$ cat src/rtl/inst_encoder.sv
// rtl/inst_encoder.sv - symbolic command to MIPS-I instruction word encoder with output FIFO
// Define INST_ENCODER_PSEUDO_EN to expand op 42 (li) into a lui/ori pair.
module inst_encoder #(
   parameter int ADDR_W     = 10,
   parameter int BASE_ADDR  = 0,
   parameter int FIFO_DEPTH = 4
) (
   input  logic              clk,
   input  logic              rst_n,
   input  logic              in_valid,
   output logic              in_ready,
   input  logic [5:0]        in_op,
   input  logic [4:0]        in_rs,
   input  logic [4:0]        in_rt,
   input  logic [4:0]        in_rd,
   input  logic [4:0]        in_shamt,
   input  logic [31:0]       in_imm,
   input  logic [25:0]       in_target,
   output logic              out_valid,
   input  logic              out_ready,
   output logic [31:0]       out_word,
   output logic [ADDR_W-1:0] out_addr,
   output logic              err,
   input  logic              err_clr
);
   localparam int PW = $clog2(FIFO_DEPTH);
   localparam logic [ADDR_W-1:0] BASE    = ADDR_W'(BASE_ADDR);
   localparam logic [PW+1:0]     DEPTH_C = (PW+2)'(FIFO_DEPTH);
   localparam logic [5:0]        OP_LI   = 6'd42;

   logic [31:0]       enc_word;
   logic              enc_legal;
   logic [25:0]       r_alu;
   logic [25:0]       i_fld;
   logic              accept;
   logic              push;
   logic              pop;
   logic              run_q;
   logic              expanding;
   logic [31:0]       expand_word;
   logic              stage_valid;
   logic [31:0]       stage_word;
   logic [PW:0]       count;
   logic [PW+1:0]     used;
   logic [PW+1:0]     need;
   logic [PW-1:0]     wr_ptr;
   logic [PW-1:0]     rd_ptr;
   logic [ADDR_W-1:0] addr_cnt;
   logic [ADDR_W-1:0] last_addr;
   logic [31:0]       last_word;
   logic [31:0]       mem_word [FIFO_DEPTH];
   logic [ADDR_W-1:0] mem_addr [FIFO_DEPTH];

   assign r_alu = {6'd0, in_rs, in_rt, in_rd, 5'd0};
   assign i_fld = {in_rs, in_rt, in_imm[15:0]};

   always_comb begin
      enc_word  = '0;
      enc_legal = 1'b1;
      case (in_op)
         6'd0:  enc_word = {11'd0, in_rt, in_rd, in_shamt, 6'h00};
         6'd1:  enc_word = {11'd0, in_rt, in_rd, in_shamt, 6'h02};
         6'd2:  enc_word = {11'd0, in_rt, in_rd, in_shamt, 6'h03};
         6'd3:  enc_word = {r_alu, 6'h04};
         6'd4:  enc_word = {r_alu, 6'h06};
         6'd5:  enc_word = {r_alu, 6'h07};
         6'd6:  enc_word = {6'd0, in_rs, 15'd0, 6'h08};
         6'd7:  enc_word = 32'h0000_000C;
         6'd8:  enc_word = {r_alu, 6'h20};
         6'd9:  enc_word = {r_alu, 6'h21};
         6'd10: enc_word = {r_alu, 6'h22};
         6'd11: enc_word = {r_alu, 6'h23};
         6'd12: enc_word = {r_alu, 6'h24};
         6'd13: enc_word = {r_alu, 6'h25};
         6'd14: enc_word = {r_alu, 6'h26};
         6'd15: enc_word = {r_alu, 6'h27};
         6'd16: enc_word = {r_alu, 6'h2A};
         6'd17: enc_word = {r_alu, 6'h2B};
         6'd18: enc_word = {6'h01, in_rs, 5'd0, in_imm[15:0]};
         6'd19: enc_word = {6'h01, in_rs, 5'd1, in_imm[15:0]};
         6'd20: enc_word = {6'h02, in_target};
         6'd21: enc_word = {6'h03, in_target};
         6'd22: enc_word = {6'h04, i_fld};
         6'd23: enc_word = {6'h05, i_fld};
         6'd24: enc_word = {6'h06, in_rs, 5'd0, in_imm[15:0]};
         6'd25: enc_word = {6'h07, in_rs, 5'd0, in_imm[15:0]};
         6'd26: enc_word = {6'h08, i_fld};
         6'd27: enc_word = {6'h09, i_fld};
         6'd28: enc_word = {6'h0A, i_fld};
         6'd29: enc_word = {6'h0B, i_fld};
         6'd30: enc_word = {6'h0C, i_fld};
         6'd31: enc_word = {6'h0D, i_fld};
         6'd32: enc_word = {6'h0E, i_fld};
         6'd33: enc_word = {6'h0F, 5'd0, in_rt, in_imm[15:0]};
         6'd34: enc_word = {6'h20, i_fld};
         6'd35: enc_word = {6'h21, i_fld};
         6'd36: enc_word = {6'h23, i_fld};
         6'd37: enc_word = {6'h24, i_fld};
         6'd38: enc_word = {6'h25, i_fld};
         6'd39: enc_word = {6'h28, i_fld};
         6'd40: enc_word = {6'h29, i_fld};
         6'd41: enc_word = {6'h2B, i_fld};
`ifdef INST_ENCODER_PSEUDO_EN
         6'd42: enc_word = {6'h0F, 5'd0, in_rt, in_imm[31:16]};
`endif
         default: enc_legal = 1'b0;
      endcase
   end

   // Free-slot test uses registered occupancy plus the word parked in the encode stage.
   assign used     = {1'b0, count} + {{(PW+1){1'b0}}, stage_valid};
   assign need     = (in_op == OP_LI) ? (PW+2)'(2) : (PW+2)'(1);
   assign in_ready = run_q && !expanding && ((used + need) <= DEPTH_C);
   assign accept   = in_valid && in_ready;
   assign push     = stage_valid;
   assign out_valid = (count != '0);
   assign pop      = out_valid && out_ready;

`ifdef INST_ENCODER_PSEUDO_EN
   typedef enum logic {IDLE, EXPAND} state_t;
   state_t state, state_nxt;

   always_ff @(posedge clk or negedge rst_n) begin
      if (!rst_n) state <= IDLE;
      else        state <= state_nxt;
   end

   always_comb begin
      state_nxt = state;
      case (state)
         IDLE:    if (accept && in_op == OP_LI) state_nxt = EXPAND;
         EXPAND:  state_nxt = IDLE;
         default: state_nxt = IDLE;
      endcase
   end

   assign expanding = (state == EXPAND);

   always_ff @(posedge clk or negedge rst_n) begin
      if (!rst_n)      expand_word <= '0;
      else if (accept) expand_word <= {6'h0D, in_rt, in_rt, in_imm[15:0]};
   end
`else
   logic unused_imm_hi;
   assign unused_imm_hi = ^in_imm[31:16];
   assign expanding     = 1'b0;
   assign expand_word   = '0;
`endif

   always_ff @(posedge clk or negedge rst_n) begin
      if (!rst_n) begin
         run_q       <= 1'b0;
         stage_valid <= 1'b0;
         stage_word  <= '0;
         err         <= 1'b0;
      end else begin
         run_q       <= 1'b1;
         stage_valid <= expanding || (accept && enc_legal);
         if (expanding)   stage_word <= expand_word;
         else if (accept) stage_word <= enc_word;
         if (accept && !enc_legal) err <= 1'b1;
         else if (err_clr)         err <= 1'b0;
      end
   end

   always_ff @(posedge clk) begin
      if (push) begin
         mem_word[wr_ptr] <= stage_word;
         mem_addr[wr_ptr] <= addr_cnt;
      end
   end

   always_ff @(posedge clk or negedge rst_n) begin
      if (!rst_n) begin
         count     <= '0;
         wr_ptr    <= '0;
         rd_ptr    <= '0;
         addr_cnt  <= BASE;
         last_word <= '0;
         last_addr <= '0;
      end else begin
         count <= count + {{PW{1'b0}}, push} - {{PW{1'b0}}, pop};
         if (push) begin
            wr_ptr   <= wr_ptr + 1'b1;
            addr_cnt <= addr_cnt + 1'b1;
         end
         if (pop) begin
            rd_ptr    <= rd_ptr + 1'b1;
            last_word <= mem_word[rd_ptr];
            last_addr <= mem_addr[rd_ptr];
         end
      end
   end

   // With the FIFO empty the outputs keep showing the last word that was popped.
   assign out_word = out_valid ? mem_word[rd_ptr] : last_word;
   assign out_addr = out_valid ? mem_addr[rd_ptr] : last_addr;
endmodule

$ cat config.mk
export PLATFORM = sky130hd
export DESIGN_NAME = inst_encoder
export DESIGN_NICKNAME = d
export VERILOG_FILES = /design/src/rtl/inst_encoder.sv
export SDC_FILE = /design/constraint.sdc
export NUM_CORES = 1
export LEC_CHECK = 0
export BUFFER_PORTS_ARGS = -buffer_cell sky130_fd_sc_hd__buf_2
export CORE_MARGIN = 10
export CORE_UTILIZATION = 40
export DETAILED_ROUTE_END_ITERATION = 8
export SLEW_MARGIN = 20
export SYNTH_ARGS = -nofsm -noshare
export SYNTH_HDL_FRONTEND = slang
export SYNTH_SLANG_ARGS = --single-unit
$ cat constraint.sdc
create_clock -name clk -period 5.41 [get_ports clk]
set_input_delay 0.2705 -clock clk [delete_from_list [all_inputs] [get_ports clk]]
set_output_delay 0.2705 -clock clk [all_outputs]
set_load 0.01 [all_outputs]
==> reports/metrics.yaml, run 1 <==
drv_cap: 0
peakVddDrop_uv: 245
synth_nets: 854
synth_area_leaders: "edfxtp_1 (45%), dfrtp_1 (21%), mux4_2 (8.4%)"
crit_type: "register to output pin"
gp_congestion: 0.794
totalPowerFinal_mw: 6.97
grt_pass1_vias: 6711
initial_core_util: 0.408
via_per_inst: 5.16
synth_flop_cell: "edfxtp_1"
synth_top_area_share: 0.447
cts_setup_buffers: 0
whs_path_depth: 3
timing.rr.start: "push"
die_area_sq_mm: 0.0346
rows: 60
cts_resized: 0
ys_seq_area_frac: 0.655
tightest_slew_ns: 0.957
grt_setup_unrepaired: "no"
synth-xor-area-share: 0.0119
crit_path_end_kind: "output pin"
hold_end: "stage_word[18]"
cp_data_arrival_time_ns: 3.07
min-delay-start: "in_target[18]"
clkTransAtPathRegs_ns: 0.06
powerDensity_mw_per_mm2: 539
synth_mux_area_frac: 0.129
portBuffers: 116
nNetsFinal: 972
dieHeight_um: 186
detailroute.via_count: 6368
cp-start-kind: "register"
cts_buffer_depth: 3
cpMaxStageDelayCell: "dfrtp_2"
num-fill-cells: 2393
final_area_sq_mm: 0.0129
mostFrequentLayoutCells: "nand2_1 (170), edfxtp_1 (164), buf_2 (115)"
cts_tree: "yes"
ctsHtreeMaxLevel: 1
clkSinkCount: 256
cts-root-buf: "clkbuf_16"
synthCells: 754
crit_chain: "buf_4 -> mux4_2 -> mux2_1 -> buf_2"
io_pins: 134
worstHoldPathType: "primary input to register"
maxSlewHeadroom: 0.362
numCtsBuffers: 27
max_stage_delay_ns: 1.00
dp_hpwl_mm: 15.3
ys_warn_count: 0
dp_cells: 1177
drtPass1Iterations: 5
synthAdderAreaFrac: 0.0145
r2r-end: "stage_word[29]"
synth_area_sq_mm: 0.0110
path_max_fanout: 28
async_reset_ff_frac: 0.359
core-area_sq_mm: 0.0270
min_period_ns: 3.34
synth.avg_cell_area_sq_um: 14.6
ys_seq_elements: 256
drv_slew: 0
fin_crit_sh: 0.617
yosys.area_share.simple: 0.0934
fin_cells: 1233
drtIter0Drc: 503
synth_compound_area_frac: 0.0606
grtUsageTotal: 0.141
wl_per_cell_um: 19.5
fmax_mhz: 300
synth-edff-count: 164
antenna_found_initial: 0
synth_cell_types: 65
leakagePower_nw: 5.16
drt_wl_total_mm: 24.1
synth_top_family_by_area: "multiplexers"
num_antenna_cells: 0
register_area_sq_mm: 0.00723
yosys.area.top_type: "edfxtp_1"
multi_input_area_sq_mm: 0.00344
finalHoldViolCount: 0
reg2reg_setup_slack_ns: 2.40
grt_pass1_wl_mm: 38.2
dieWidth_um: 186
r2r.worst_path.cells: 7
skew_ns: 0.0116
tns_ns: 0
status: "finished, final reports clean"
placed_area_sq_mm: 0.0118
drive_gt1_frac: 0.318
syn2layout_area_growth_pct: 17.2
grt_max_degree: 59
final_common_cell: "nand2_1"
overflow: 0
required_ns: 5.14
antenna_left: 0
hold_ws_ns: 0.0425
drcViolationCount: 0
clk_latency_ns: 0.52
setup_viol: 0
## through the flow
step,worst slack (ns),util
2_1_floorplan,2.59,-
3_3_place_gp,1.73,0.438
3_5_place_dp,1.69,0.438
4_1_cts,1.96,0.478
5_1_grt,1.83,0.478
6_report,2.07,0.478
## logic make-up after synthesis
family	count (synthesis)
AO/OA/AOI/OAI	86
XOR/XNOR	15
adder cells (fa/ha/maj)	11
buffers and inverters	66
flip-flops	256
multiplexers	86
other	2
AND/OR/NAND/NOR	232
## what timing repair did
| item | 4_1_cts | 5_1_grt |
|---|---|---|
| endpoints found under the hold margin | 40 | 0 |
| hold buffers | 7 | 0 |
| setup endpoints to repair | 0 | 0 |
## worst max path at each step
stage / from / endpoint / slack (ns) / cells after the start
floorplan: in_op[4] / stage_word[16] / 2.59 / 10
global placement: in_op[5] / stage_word[17] / 1.73 / 10
detailed placement: in_op[5] / stage_word[20] / 1.69 / 10
CTS: rd_ptr[0] / out_word[0] / 1.96 / 4
global route: rd_ptr[0] / out_word[0] / 1.83 / 4
finish: rd_ptr[0] / out_word[0] / 2.07 / 4
## power breakdown
group / internal (mW) / total (mW) / switching (mW)
clock network: 1.33 / 2.06 / 0.724
logic: 0.930 / 1.94 / 1.01
registers: 2.61 / 2.97 / 0.361
## per-layer routing
metal,wire [um],track usage
met4,381,0.0332
met1,11100,0.196
met2,11400,0.226
met3,1210,0.0246
met5,0,0
## critical path, delay by kind of cell, from the launching register on
kind	cells	cell delay [ns]
buf+inv	2	0.62
flops	1	1.00
mux	2	0.91
## registers in the layout, indices dropped and copies added, names as in the netlist
| register | flops |
|---|---|
| wr_ptr | 2 |
| err | 1 |
| mem_word | 124 |
| push | 1 |
| addr_cnt | 10 |
| mem_addr | 40 |
| count | 3 |
| stage_word | 31 |
| last_addr | 10 |
| run_q | 1 |
| last_word | 31 |
| rd_ptr | 2 |
## Yosys cell counts (2+ instances only)
cell      number
and3_1         6
inv_1         19
nor3_1         4
nand4_1        2
o221ai_2       5
a222oi_1      11
ha_1           8
nor2b_1        5
a221o_1        6
mux2_1         2
and2_1         5
a22oi_1        4
buf_6         11
mux2i_1        2
mux4_2        41
o21ai_1       10
edfxtp_1     164
o31ai_1        4
xor2_1         3
nand2_1      171
a21oi_1        8
fa_1           3
conb_1         2
a31oi_1        2
o22ai_1        3
nand3_1        3
o21ai_0       19
nand2b_1       6
xnor2_1       12
a211oi_1       2
mux2_2        41
buf_2         18
buf_4          5
nor2_1        15
dfrtp_1       92
clkbuf_1      11
## area by class of cell
cell class                 count  area share
sequential                   256       0.559
multi-input combinational    432       0.266
timing repair buffer         135      0.0575
clock buffer                  33      0.0563
tap                          341      0.0330
clock inverter                16      0.0220
inverter                      20     0.00581
No activity file was read; power rests on OpenSTA's default activity.
==> run 2, diff against run 1 <==
==> constraint.sdc (replaced) <==
create_clock -name clk -period 3.4 [get_ports clk]
set_input_delay 0.17 -clock clk [delete_from_list [all_inputs] [get_ports clk]]
set_output_delay 0.17 -clock clk [all_outputs]
set_load 0.01 [all_outputs]
==> reports/metrics.yaml, run 2 (synthesis gave the netlist of run 1 again) <==
cp-start-kind: "primary input"
tightest_slew_ns: 0.966  # +0.00844 ns
die_area_sq_mm: 0.0346  # unchanged
cp.depth: 11  # +7
status: "finished, final reports clean"
critical-path-top-delay-family: "simple AND/OR/NAND/NOR gates"
cpMaxStageDelayCell: "dlygate4sd3_1"
totalPowerFinal_mw: 10.7  # +53%
grt_setup_unrepaired: "no"
maxSlewHeadroom: 0.356  # -0.00563
final_common_cell: "nand2_1"
worstHoldPathType: "primary input to register"
drv_slew: 0  # unchanged
required_ns: 3.81  # -1.33 ns
antenna_found_initial: 0  # unchanged
fin_crit_sh: 0.922
fmax_mhz: 319
min_period_ns: 3.14
core-area_sq_mm: 0.0270  # unchanged
timing.rr.start: "push"
clkTransAtPathRegs_ns: 0.06  # about the same
rows: 60  # unchanged
crit_type: "primary input to register"
leakagePower_nw: 5.33  # +3.3%
cts_tree: "yes"
startpoint: "in_op[5]"
min-delay-start: "in_target[14]"
hold_ws_ns: 0.0228  # -0.0197 ns
mostFrequentLayoutCells: "nand2_1 (170), edfxtp_1 (164), buf_2 (115)"
crit_chain: "buf_2 -> nor2b_1 -> nand4_1 -> fa_1 -> fa_1 -> nor2_1 -> o221a_2 -> nand2_2 -> buf_4 -> a221o_1 -> dlygate4sd3_1"
wl_per_cell_um: 18.6  # -4.6%
finalHoldViolCount: 0  # unchanged
register_area_sq_mm: 0.00723  # unchanged
grt_pass1_wl_mm: 39.1  # +2.3%
max_stage_delay_ns: 0.55  # -0.45 ns
num-fill-cells: 2325  # -2.8%
largest_reg_flops: 124  # unchanged
top_regs: "mem_word x124, mem_addr x40"
fin_cells: 1288  # +4.5%
drt_wl_total_mm: 24.0  # -0.32%
crit_path_end_kind: "register"
grt_pass1_vias: 6983  # +4.1%
dp_cells: 1192  # +1.3%
portBuffers: 116  # unchanged
dieHeight_um: 186  # unchanged
crit_buf_inv: 3  # +1
dieWidth_um: 186  # unchanged
drcViolationCount: 0  # unchanged
io_pins: 134  # unchanged
detailroute.via_count: 6602  # +3.7%
clk_latency_ns: 0.53  # about the same
drv_cap: 0  # unchanged
multi_input_area_sq_mm: 0.00344  # unchanged
r2r-end: "stage_word[23]"
path_max_fanout: 11  # -61%
peakVddDrop_uv: 389  # +59%
tns_ns: 0  # unchanged
cts_buffer_depth: 3  # unchanged
via_per_inst: 5.13  # -0.75%
overflow: 0  # unchanged
grtUsageTotal: 0.143  # +0.00206
fin_util: 0.492  # +0.0133
cts_setup_buffers: 0  # unchanged
nNetsFinal: 1026  # +5.6%
initial_core_util: 0.408  # unchanged
drtPass1Iterations: 5  # unchanged
crit_top_cell: "fa_1"
num_antenna_cells: 0  # unchanged
whs_path_depth: 3  # unchanged
grt_max_degree: 93  # +58%
powerDensity_mw_per_mm2: 805  # +49%
clkSinkCount: 256  # unchanged
r2r.worst_path.cells: 8  # +1
gp_congestion: 0.796  # +0.26%
dp_hpwl_mm: 15.4  # +0.56%
skew_ns: 0.0193  # +0.00778 ns
ctsHtreeMaxLevel: 1  # unchanged
syn2layout_area_growth_pct: 20.5
hold_end: "stage_word[14]"
setup_viol: 0  # unchanged
drtIter0Drc: 418  # -17%
reg2reg_setup_slack_ns: 0.35  # -2.05 ns
numCtsBuffers: 27  # unchanged
largest_register: "mem_word"
antenna_left: 0  # unchanged
cp_data_arrival_time_ns: 3.55  # +0.48 ns
cts_resized: 0  # unchanged
drive_gt1_frac: 0.308  # -0.0100
cts-root-buf: "clkbuf_16"
run 2: worst register-to-register path, stage by stage (launching register included):
cell and delay, ns:
dfrtp_1 0.40, fa_1 0.47, fa_1 0.47, nor2_1 0.13, o221a_2 0.27, nand2_2 0.13, buf_4 0.20, a221o_1 0.34
dlygate4sd3_1 0.55
run 2: layout make-up:
type	count	share of cell area
flip-flops and latches	256	0.544
multi-input cells	432	0.259
repair buffers	189	0.0976
clock buffers	40	0.0553
well taps	341	0.0321
clock inverters	10	0.00631
inverters	20	0.00565
run 2: where the power goes:
group / total [mW] / internal (mW) / leakage (nW) / switching (mW)
Sequential: 4.70 / 4.16 / 2.68 / 0.547
Clock: 2.71 / 1.57 / 0.397 / 1.13
Combinational: 3.28 / 1.63 / 2.25 / 1.65
run 2: how the worst max path moves through the flow:
stage / end / slack (ns)
finish: stage_word[23] / 0.26
global route: stage_word[24] / 0.15
CTS: stage_word[21] / 0.32
detailed placement: stage_word[16] / 0.26
global placement: stage_word[16] / 0.29
floorplan: stage_word[16] / 0.68
run 2: timing repair:
item,CTS,global route
setup endpoints to repair,0,0
hold buffers,46,0
endpoints found under the hold margin,118,0
run 2: per-stage QoR:
stage	area, sq um	worst slack, ns
6_report	13300	0.265
5_1_grt	13300	0.154
4_1_cts	13300	0.317
3_5_place_dp	12000	0.257
3_3_place_gp	12000	0.293
2_1_floorplan	11000	0.677
run 2: metal layers:
metal	vias to the layer above	GRT usage	wire (um)
li1	3142	-	-
met3	28	0.0269	1590
met1	3247	0.195	10700
met2	185	0.233	11400
met5	-	0	0
met4	0	0.0316	317
